`src/rtl/cam_pattern_gen.sv`:
```
// OV7670-style camera emulator: VSYNC/HREF/PCLK/D frame timing with selectable test patterns.
// Define CAMGEN_FRAME_CNT_EN to stamp 8'hFC and a wrapping frame count into active line 0.
module cam_pattern_gen #(
  parameter int unsigned H_ACTIVE  = 640,
  parameter int unsigned H_BLANK   = 144,
  parameter int unsigned VS_LINES  = 3,
  parameter int unsigned VBP_LINES = 17,
  parameter int unsigned V_ACTIVE  = 480,
  parameter int unsigned VFP_LINES = 10,
  parameter int unsigned CW        = 12
) (
  input  logic       xipMCLK,
  input  logic       xinRESET,
  input  logic       xipEN,
  input  logic [1:0] xipMODE,
  input  logic       xipCAM_PWDN,
  input  logic       xinCAM_RESET,
  output logic       xopCAM_VSYNC,
  output logic       xopCAM_HREF,
  output logic       xopCAM_PCLK,
  output logic [7:0] xopCAM_D,
  output logic       xopFRAME_END
);

  localparam logic [CW-1:0] HLast   = CW'(H_ACTIVE + H_BLANK - 1);
  localparam logic [CW-1:0] HActive = CW'(H_ACTIVE);
  localparam logic [CW-1:0] VsLast  = CW'(VS_LINES - 1);
  localparam logic [CW-1:0] VbpLast = CW'(VBP_LINES - 1);
  localparam logic [CW-1:0] VactLast = CW'(V_ACTIVE - 1);
  localparam logic [CW-1:0] VfpLast = CW'(VFP_LINES - 1);
  // Narrow lines would give a zero bar width; clamp so the divide stays defined.
  localparam int unsigned   BarW    = (H_ACTIVE / 8 > 0) ? H_ACTIVE / 8 : 1;

  typedef enum logic [2:0] {StIdle, StVsync, StVback, StActive, StVfront} stateT;

  stateT         stateQ, stateD;
  logic [CW-1:0] hcntQ, hcntD;
  logic [CW-1:0] vcntQ, vcntD;
  logic [1:0]    modeQ, modeD;
  logic          pclkQ, pclkD;
  logic          vsyncQ, vsyncD;
  logic          hrefQ, hrefD;
  logic [7:0]    dataQ, dataD;
  logic          frameEndQ, frameEndD;
`ifdef CAMGEN_FRAME_CNT_EN
  logic [7:0]    frameCntQ, frameCntD;
`endif

  function automatic logic [7:0] patternByte(input logic [1:0] mode, input logic [CW-1:0] h,
                                             input logic [CW-1:0] v);
    logic [7:0] bar;
    bar = 8'((h / CW'(BarW)) & CW'(7));
    unique case (mode)
      2'd0:    patternByte = 8'(h);
      2'd1:    patternByte = 8'(v);
      2'd2:    patternByte = bar * 8'd36;
      default: patternByte = (h[0] ^ v[0]) ? 8'h55 : 8'hAA;
    endcase
  endfunction

  always_comb begin
    stateD    = stateQ;
    hcntD     = hcntQ;
    vcntD     = vcntQ;
    modeD     = modeQ;
    frameEndD = 1'b0;
    pclkD     = (stateQ != StIdle) ? ~pclkQ : 1'b0;
`ifdef CAMGEN_FRAME_CNT_EN
    frameCntD = frameCntQ;
`endif

    if (stateQ == StIdle) begin
      if (xipEN) begin
        stateD = StVsync;
        hcntD  = '0;
        vcntD  = '0;
        modeD  = xipMODE;
      end
    end else if (pclkQ) begin
      // Step point: PCLK falls on this edge, so the consumer sees stable data at its rise.
      if (hcntQ != HLast) begin
        hcntD = hcntQ + CW'(1);
      end else begin
        hcntD = '0;
        vcntD = vcntQ + CW'(1);
        unique case (stateQ)
          StVsync: begin
            if (vcntQ == VsLast) begin
              stateD = StVback;
              vcntD  = '0;
            end
          end
          StVback: begin
            if (vcntQ == VbpLast) begin
              stateD = StActive;
              vcntD  = '0;
            end
          end
          StActive: begin
            if (vcntQ == VactLast) begin
              stateD = StVfront;
              vcntD  = '0;
            end
          end
          StVfront: begin
            if (vcntQ == VfpLast) begin
              frameEndD = 1'b1;
              vcntD     = '0;
`ifdef CAMGEN_FRAME_CNT_EN
              frameCntD = frameCntQ + 8'd1;
`endif
              if (xipEN) begin
                stateD = StVsync;
                modeD  = xipMODE;
              end else begin
                stateD = StIdle;
              end
            end
          end
          default: stateD = StIdle;
        endcase
      end
    end

    // Outputs are registered from next-state values so they move with the step edge.
    vsyncD = (stateD == StVsync);
    hrefD  = (stateD == StActive) && (hcntD < HActive);
    dataD  = 8'h00;
    if (hrefD) begin
      dataD = patternByte(modeD, hcntD, vcntD);
`ifdef CAMGEN_FRAME_CNT_EN
      if (vcntD == '0 && hcntD == '0) begin
        dataD = 8'hFC;
      end else if (vcntD == '0 && hcntD == CW'(1)) begin
        dataD = frameCntQ;
      end
`endif
    end
  end

  always_ff @(posedge xipMCLK) begin
    if (!xinRESET || !xinCAM_RESET || xipCAM_PWDN) begin
      stateQ    <= StIdle;
      hcntQ     <= '0;
      vcntQ     <= '0;
      modeQ     <= 2'd0;
      pclkQ     <= 1'b0;
      vsyncQ    <= 1'b0;
      hrefQ     <= 1'b0;
      dataQ     <= 8'h00;
      frameEndQ <= 1'b0;
`ifdef CAMGEN_FRAME_CNT_EN
      frameCntQ <= 8'h00;
`endif
    end else begin
      stateQ    <= stateD;
      hcntQ     <= hcntD;
      vcntQ     <= vcntD;
      modeQ     <= modeD;
      pclkQ     <= pclkD;
      vsyncQ    <= vsyncD;
      hrefQ     <= hrefD;
      dataQ     <= dataD;
      frameEndQ <= frameEndD;
`ifdef CAMGEN_FRAME_CNT_EN
      frameCntQ <= frameCntD;
`endif
    end
  end

  assign xopCAM_VSYNC = vsyncQ;
  assign xopCAM_HREF  = hrefQ;
  assign xopCAM_PCLK  = pclkQ;
  assign xopCAM_D     = dataQ;
  assign xopFRAME_END = frameEndQ;

endmodule

```
`config.mk`:
```
export PLATFORM = sky130hd
export DESIGN_NAME = cam_pattern_gen
export DESIGN_NICKNAME = d
export VERILOG_FILES = /design/src/rtl/cam_pattern_gen.sv
export SDC_FILE = /design/constraint.sdc
export NUM_CORES = 1
export LEC_CHECK = 0
export CAP_MARGIN = 0
export CORE_MARGIN = 2
export CORE_UTILIZATION = 30
export CTS_BUF_LIST = sky130_fd_sc_hd__clkbuf_8
export DETAILED_ROUTE_END_ITERATION = 7
export GPL_TIMING_DRIVEN = 0
export PLACE_DENSITY_LB_ADDON = 0.2
export SETUP_SLACK_MARGIN = 0.4
export SYNTH_ARGS = -nofsm -noshare
export SYNTH_HDL_FRONTEND = slang
export SYNTH_SLANG_ARGS = --single-unit
```
`constraint.sdc`:
```
create_clock -name xipMCLK -period 4.3 [get_ports xipMCLK]
set_input_delay 0.86 -clock xipMCLK [delete_from_list [all_inputs] [get_ports xipMCLK]]
set_output_delay 0.86 -clock xipMCLK [all_outputs]
set_load 0.02 [all_outputs]
```
==> results.cfg, run 1 <==
[synthesis]
synth_top_family_by_area = simple AND/OR/NAND/NOR gates
synth_simple_gate_area_share_pct = 33.04
muxShareOfSynthArea_pct = 1.858
syn_inst = 377
synthTopCellsByArea = dfxtp_1 29%, nor2_1 6.6%, o21ai_0 5.1%
synth_edf_count = 0
yosys.area.top_type_share_pct = 29.01
synthXorXnorAreaFrac_pct = 2.477
synth.avg_cell_area_um2 = 7.504
synth_most_common_cell = nor2_1
netlist_area_mm2 = 0.002829
ys_seq_area_share_pct = 29.01
ys.warnings.count = 0
ys_ff_latch = 41
syn_nets = 389
synth_top_area_cell = dfxtp_1
yosys_most_used_dff = dfxtp_1
synthTopCellsByCount = 50 x nor2_1, 41 x dfxtp_1, 30 x nand2_1
yosysUniqueCellTypes = 66
synth_compound_area_share_pct = 25.96
async_flop_share_pct = 0
synthAdderAreaFrac_pct = 2.565

[route]
vias = 2858
initialDrtViolationCount = 213
first_pass_iters = 4
wire_per_inst_um = 15.68
viasPerCell = 5.496
wirelength_um = 8154
drc_errors = 0
drtAntennaViolNets = 0

[cells_and_area]
drive_above_1_share_pct = 11.74
finalNetCount = 420
syn2layout_area_growth_pct = 17.51
n_fill_cell = 993
num_antenna_cells = 0

[sta]
finalCriticalPeriod_ps = 3660
fin_ws_ps = 639.8
slew_viol_final = 0
clock_skew_ps = 7.399
post-route-period-util_pct = 85.12
max_slew.worst_pin.slew_ps = 1037
max_freq_mhz = 273.2
rsz0062_at_grt = false
finalSetupViolCount = 0
hold_viol_final = 0
relSlewSlack_pct = 29.97
tns_ps = 0

[place]
dp_hpwl_um = 5896
place.gp.congestion = 0.8307
dp_slack_ps = -33.34
portBuffers = 18

[global_routing]
grt_pass1_vias = 2612
grt_max_degree = 14
overflow = 0
groute.usage.overall_pct = 16.48
grt_pass1_wl_um = 13390
antenna_found_initial = 0

[floorplanning]
dieArea_mm2 = 0.01022
start_util_pct = 30.76
chipHeight_um = 101.1
die_x_um = 101.1
io_pins = 19
rows = 35
core_area_mm2 = 0.009196

[critical_path]
cp_max_fo = 10
critPathMaxStageDelay_ps = 530
crit_arrival_ps = 3880
startpoint_type = flip-flop
crit_path_top_delay_cell = or4_4
endpoint = xopCAM_D[3]$_SDFF_PP0_
startpoint = hcntQ[10]$_SDFF_PP0_
rrSetupSlack_ps = 640
r2r_start = hcntQ[10]$_SDFF_PP0_
critPathCaptureType = flip-flop
crit_type = flip-flop to flip-flop
worst-endpoint-required_ps = 4520
path_cells = buf_6, or4_4, o31a_1, buf_6, a21o_1, a21oi_4, and2_1, mux2_2, o31a_1, nor3_4, buf_4, o21ai_1, a21o_1, a211oi_2
worstReg2RegEnd = xopCAM_D[3]$_SDFF_PP0_
ff2ff_path_depth = 14

[power_and_ir_drop]
ir_worst_vdd_mv = 0.09489
power.leakage_nw = 1.102
power_density_mw_per_mm2 = 214.3

[clocking]
clk_pin_slew_ps = 90
clock_latency_ps = 300
cts_tree = yes
cts_sinks = 41
h-tree-depth = 2
cts_buffers = 5
clock_path_buffers = 2
cts_root_buffer = clkbuf_8

[run_status]
outcome = finished clean

[run]
maxCapViolations = 0

[worst_hold_path]
hold_class = flip-flop to flip-flop
## layout make-up
cell class	count	area (µm²)	area share [%]
Clock inverter	2	13.76	0.4140
Buffer	25	122.6	3.688
Multi-Input combinational cell	303	1891	56.87
Timing Repair Buffer	24	225.2	6.775
Clock buffer	6	82.58	2.484
Inverter	8	30.03	0.9033
Sequential cell	41	820.8	24.69
Tap cell	111	138.9	4.178
## layer usage
layer  GRT usage [%]  share of wire (%)  vias to the layer above
met4           5.509                1.2                        0
met3           2.497                3.8                        4
met2           25.27                 45                       68
li1                -                  -                     1445
met5               0                  0                        -
met1           23.62                 50                     1341
## critical path: cells and delay by family (launching register included)
| kind | cells | cell delay [ps] |
|---|---|---|
| AOI/OAI and AO/OA | 7 | 1490 |
| buffers and inverters | 3 | 460 |
| DFF | 1 | 310 |
| muxes | 1 | 350 |
| and+or+nand+nor | 3 | 980 |
## layout by cell type (no fill, tap or decap), drive strengths merged, types with 4 or more instances in the layout
cell / instances
buf: 10
o21ai: 32
nand3b: 4
nor3: 15
or3: 4
and3: 6
clkbuf: 27
a21oi: 30
nor2: 52
dfxtp: 41
nand3: 15
nand2: 30
a211oi: 7
or4: 4
ha: 5
clkdlybuf4s50: 18
nor2b: 7
nand4: 7
xnor2: 5
nor4: 12
a21o: 5
and2: 5
a22oi: 4
inv: 8
## cells by family (layout without fill, tap and decap cells)
kind of cell | Yosys count | count (layout)
xor gates and xnor gates | 8 | 8
AOI/OAI and AO/OA | 108 | 108
adders and majority gates | 6 | 6
and+or+nand+nor | 176 | 176
DFF | 41 | 41
buffers and inverters | 33 | 65
muxes | 5 | 5
## metrics by stage
step           std cells  power, mW  cell area, µm²  hold WS [ps]  utilization (%)
5_1_grt              520     0.7477            3324         546.5            36.15
3_5_place_dp         506     0.4468            3148         483.8            34.23
2_1_floorplan        377     0.4272            2829         453.1                -
4_1_cts              514     0.7260            3254         499.4            35.39
6_report             520     0.7125            3324         497.7            36.15
3_3_place_gp         506     0.4465            3148         475.5            34.23
## state kept, by name (all words and copies together), names as in the netlist
signal and cells:
hcntQ 12, modeQ 2, stateQ 3, vcntQ 12
xopCAM_D 8, xopCAM_HREF 1, xopCAM_PCLK 1, xopCAM_VSYNC 1
xopFRAME_END 1
## worst min path at each step
| stage | slack (ps) | end | start | depth (start not counted) |
|---|---|---|---|---|
| 5_1_grt | 550 | vcntQ[11]$_SDFFE_PP0P_ | vcntQ[11]$_SDFFE_PP0P_ | 2 |
| 3_5_place_dp | 480 | vcntQ[11]$_SDFFE_PP0P_ | vcntQ[11]$_SDFFE_PP0P_ | 2 |
| 6_report | 500 | vcntQ[11]$_SDFFE_PP0P_ | vcntQ[11]$_SDFFE_PP0P_ | 2 |
| 3_3_place_gp | 480 | vcntQ[11]$_SDFFE_PP0P_ | vcntQ[11]$_SDFFE_PP0P_ | 2 |
| 4_1_cts | 500 | vcntQ[11]$_SDFFE_PP0P_ | vcntQ[11]$_SDFFE_PP0P_ | 2 |
| 2_1_floorplan | 450 | vcntQ[11]$_SDFFE_PP0P_ | vcntQ[11]$_SDFFE_PP0P_ | 2 |
## power by group
| part | switching [mW] | internal, mW |
|---|---|---|
| Combinational | 0.0389 | 0.0210 |
| Clock | 0.142 | 0.130 |
| Sequential | 0.000321 | 0.380 |
## repair_timing
action                                  CTS  global route
resized for setup                         3            15
hold buffers                              0             0
pin swaps                                 0             5
endpoints found under the setup margin    3             8
setup buffers                             0             6
Note: power is estimated with default switching activity, not from simulation.
==> inputs of run 2 (changes only) <==
CELL_PAD_IN_SITES_DETAIL_PLACEMENT = 1   (was default)
CELL_PAD_IN_SITES_GLOBAL_PLACEMENT = 1   (was default)
==> results.cfg, run 2 (synthesized netlist as in run 1, its figures left out) <==
[floorplanning]
io_pins = 19
dieArea_mm2 = 0.01022
core_area_mm2 = 0.009196
chipHeight_um = 101.1
start_util_pct = 30.76
die_x_um = 101.1
rows = 35

[critical_path]
critPathCaptureType = flip-flop
r2r_start = hcntQ[10]$_SDFF_PP0_
crit_type = flip-flop to flip-flop
crit_arrival_ps = 3930
worst-endpoint-required_ps = 4460
rrSetupSlack_ps = 530
worstReg2RegEnd = xopCAM_D[2]$_SDFF_PP0_
startpoint_type = flip-flop
cp_max_fo = 10
ff2ff_path_depth = 13

[sta]
relSlewSlack_pct = 32.88
finalCriticalPeriod_ps = 3769
max_freq_mhz = 265.3
finalSetupViolCount = 0
clock_skew_ps = 18.77
whs_ps = 495.9
slew_viol_final = 0
hold_viol_final = 0
fin_ws_ps = 530.6
rsz0062_at_grt = true
post-route-period-util_pct = 87.66
max_slew.worst_pin.slew_ps = 993.8

[global_routing]
groute.usage.overall_pct = 18.23
antenna_found_initial = 0
grt_pass1_vias = 2841
grt_pass1_wl_um = 14870
grt_max_degree = 15
overflow = 0

[cells_and_area]
syn2layout_area_growth_pct = 19.24
finalInstanceArea_mm2 = 0.003373
layout_common_cells = 50 x nor2_1, 41 x dfxtp_1, 30 x nand2_1, 29 x o21ai_0, 27 x a21oi_1
finalNetCount = 422
layout_commonest_cell = nor2_1
num_antenna_cells = 0
drive_above_1_share_pct = 12.41

[route]
initialDrtViolationCount = 114
drc_errors = 0
vias = 2972
wire_per_inst_um = 17.58
wirelength_um = 9176
first_pass_iters = 4
drtAntennaViolNets = 0
viasPerCell = 5.693

[power_and_ir_drop]
power_density_mw_per_mm2 = 227.4
ir_worst_vdd_mv = 0.1256
power.leakage_nw = 1.120

[worst_hold_path]
hold_class = flip-flop to flip-flop
hold_end = vcntQ[11]$_SDFFE_PP0P_
min_path_cells = 2
hp-start = vcntQ[11]$_SDFFE_PP0P_

[clocking]
h-tree-depth = 2
cts_tree = yes
cts_root_buffer = clkbuf_8
clock_latency_ps = 310
cts_hold_buf = 0
clock_path_buffers = 2
cts_sinks = 41
cts_buffers = 5
clk_pin_slew_ps = 90

[place]
dp_slack_ps = -131.1
dp_hpwl_um = 6770
place.gp.congestion = 0.7978
portBuffers = 18
dpl_cell_area_mm2 = 0.003148

[run_status]
outcome = finished clean

[run]
maxCapViolations = 0
## run 2: what timing repair did
| action | 4_1_cts | 5_1_grt |
|---|---|---|
| pin swaps | 0 | 5 |
| resized for setup | 5 | 15 |
| hold endpoints to repair | 0 | 0 |
| endpoints found under the setup margin | 3 | 8 |
| setup buffers | 0 | 8 |
## run 2: metal layers
layer / up-vias / global-route usage (%) / share of wire, %
met5: - / 0 / 0
met4: 0 / 4.886 / 1.6
met3: 12 / 2.705 / 1.9
met2: 29 / 29.60 / 46
met1: 1481 / 25.27 / 51
li1: 1450 / - / -
## run 2: final cells by class
| cell class | instances | area [µm²] |
|---|---|---|
| Fill cell | 1137 | 5823 |
| Multi-Input combinational cell | 303 | 1908 |
| Clock buffer | 5 | 68.82 |
| Buffer | 25 | 122.6 |
| Timing Repair Buffer | 26 | 240.2 |
| Inverter | 8 | 30.03 |
| Sequential cell | 41 | 820.8 |
| Tap cell | 111 | 138.9 |
| Clock inverter | 3 | 43.79 |
## run 2: worst max-delay path by stage
stage / cells past startpoint / endpoint / start / slack [ps]
after CTS: 13 / xopCAM_D[2]$_SDFF_PP0_ / xipEN / 410
after global routing: 12 / xopCAM_D[2]$_SDFF_PP0_ / xipEN / 350
final: 13 / xopCAM_D[2]$_SDFF_PP0_ / hcntQ[10]$_SDFF_PP0_ / 530
after detailed placement: 11 / xopCAM_D[2]$_SDFF_PP0_ / xipEN / -130
after floorplan: 13 / xopCAM_D[2]$_SDFF_PP0_ / xopCAM_PCLK$_SDFF_PP0_ / 890
after global placement: 11 / xopCAM_D[2]$_SDFF_PP0_ / xipEN / -70
## run 2: per-stage QoR
step / power, mW / TNS, ps / utilization, % / std cells
final: 0.7672 / 0 / 36.68 / 522
after global placement: 0.4473 / -107.4 / 34.23 / 506
after floorplan: 0.4272 / 0 / - / 377
after detailed placement: 0.4484 / -200.6 / 34.23 / 506
after CTS: 0.7757 / 0 / 35.66 / 514
after global routing: 0.7979 / 0 / 36.68 / 522
## run 2: power breakdown
group / switching, mW / total, mW / internal, mW
registers: 0.000404 / 0.381 / 0.380
logic: 0.0411 / 0.0640 / 0.0229
clock network: 0.148 / 0.322 / 0.174
## run 2: critical path, stage by stage (launching register included)
cell and delay [ps]:
dfxtp_1 320, buf_6 140, or4_4 530, o31a_1 310, buf_6 150, a21o_1 190, a21oi_4 230, and2_1 220
mux2_2 350, o31a_1 280, nor3_4 270, a211oi_1 120, o211ai_1 360, a311oi_2 160
==> inputs of run 3 (changes only) <==
RECOVER_POWER = 50   (was default)
==> results.cfg, run 3 (synthesized netlist as in run 1, its figures left out) <==
[clocking]
cts_tree = yes
clock_path_buffers = 2
cts_buffers = 5
clk_pin_slew_ps = 90
cts_root_buffer = clkbuf_8
cts_hold_buf = 0
h-tree-depth = 2
cts_sinks = 41
clock_latency_ps = 300

[sta]
finalCriticalPeriod_ps = 3892
fin_ws_ps = 407.7
finalSetupViolCount = 0
max_slew.worst_pin.slew_ps = 992.3
relSlewSlack_pct = 32.98
post-route-period-util_pct = 90.52
hold_viol_final = 0
rsz0062_at_grt = true
clock_skew_ps = 17.67
max_freq_mhz = 256.9
slew_viol_final = 0
tns_ps = 0

[global_routing]
gr-usage-met3_pct = 2.705
groute.usage.overall_pct = 18.23
grt_pass1_wl_um = 14870
antenna_found_initial = 0
grt_pass1_vias = 2841
gr-usage-met1_pct = 25.27
overflow = 0
top_usage_layer = met2
grtUsageMet2_pct = 29.60
grt_max_degree = 15

[power_and_ir_drop]
power.leakage_nw = 1.152
power.total_mw = 0.7654
power_density_mw_per_mm2 = 228.2
ir_worst_vdd_mv = 0.1247

[place]
dp_cells = 506
place.gp.congestion = 0.7978
dp_hpwl_um = 6770
portBuffers = 18
dp_slack_ps = -131.1

[route]
initialDrtViolationCount = 106
drtAntennaViolNets = 0
drc_errors = 0
wirelength_um = 9192
vias = 2963
wire_per_inst_um = 17.61
first_pass_iters = 4
viasPerCell = 5.676

[critical_path]
crit_top_cell = buf_6
cp_max_fo = 10
path_cells = buf_6, or4_4, o31a_1, buf_6, a21o_1, a21oi_4, clkbuf_1, nand3_1, a222oi_1, nor2_1, nor3_4, a211oi_1, o211ai_1, a311oi_2
crit_arrival_ps = 4060
worst-endpoint-required_ps = 4460
crit_type = flip-flop to flip-flop
startpoint_type = flip-flop
critPathCaptureType = flip-flop
crit_path_top_delay_cell = or4_4
critPathMaxStageDelay_ps = 530

[cells_and_area]
syn2layout_area_growth_pct = 18.53
layout_commonest_cell = nor2_1
layout_common_cells = 50 x nor2_1, 41 x dfxtp_1, 30 x nand2_1, 29 x o21ai_0, 28 x a21oi_1
num_antenna_cells = 0
final_core_util_pct = 36.46
finalNetCount = 422
fin_cells = 522
drive_above_1_share_pct = 11.19

[worst_hold_path]
hold_class = flip-flop to flip-flop

[run_status]
outcome = finished clean

[run]
maxCapViolations = 0

[floorplanning]
rows = 35
io_pins = 19
chipHeight_um = 101.1
core_area_mm2 = 0.009196
start_util_pct = 30.76
dieArea_mm2 = 0.01022
die_x_um = 101.1
==> run 3: final timing paths <==
| kind | slack (ps) | depth (start not counted) | startpoint | to |
|---|---|---|---|---|
| worst max-delay path | 410 | 14 | hcntQ[10]$_SDFF_PP0_ | xopCAM_D[2]$_SDFF_PP0_ |
| worst min register to register | 500 | 2 | vcntQ[11]$_SDFFE_PP0P_ | vcntQ[11]$_SDFFE_PP0P_ |
| worst max register to register | 410 | 14 | hcntQ[10]$_SDFF_PP0_ | xopCAM_D[2]$_SDFF_PP0_ |
| worst min-delay path | 500 | 2 | vcntQ[11]$_SDFFE_PP0P_ | vcntQ[11]$_SDFFE_PP0P_ |
==> run 3: what timing repair did <==
action / 4_1_cts / 5_1_grt
pin swaps: 0 / 5
buffers inserted: 0 / 8
resized for setup: 5 / 15
setup endpoints to repair: 3 / 8
==> run 3: stage by stage <==
| stage | instance area (µm²) | hold WS, ps |
|---|---|---|
| 3_5_place_dp | 3148 | 489.3 |
| 3_3_place_gp | 3148 | 474.1 |
| 2_1_floorplan | 2829 | 453.1 |
| 4_1_cts | 3279 | 502.8 |
| 5_1_grt | 3353 | 530.5 |
| 6_report | 3353 | 495.8 |
==> run 3: critical path, delay by kind of cell (launching register included) <==
| kind | cells | cell delay (ps) |
|---|---|---|
| AOI/OAI and AO/OA | 7 | 1720 |
| buffers and inverters | 3 | 720 |
| DFF | 1 | 320 |
| and+or+nand+nor | 4 | 980 |
==> run 3: per-layer routing <==
layer	vias to the layer above	routed length, µm	part of all wire (%)
met3	12	183	2.0
met2	33	4183	46
met4	0	143	1.6
met1	1466	4681	51
met5	-	0	0
li1	1452	-	-
==> run 3: report_power, final <==
group	switching, mW	total, mW	internal (mW)
clock network	0.147	0.322	0.174
registers	0.000386	0.381	0.380
logic	0.0409	0.0630	0.0220
==> run 3: cell type report <==
class | instances | area (µm²)
Buffer | 25 | 117.6
Clock buffer | 5 | 68.82
Clock inverter | 3 | 43.79
Fill cell | 1138 | 5843
Inverter | 8 | 30.03
Multi-Input combinational cell | 303 | 1893
Sequential cell | 41 | 820.8
Tap cell | 111 | 138.9
Timing Repair Buffer | 26 | 240.2
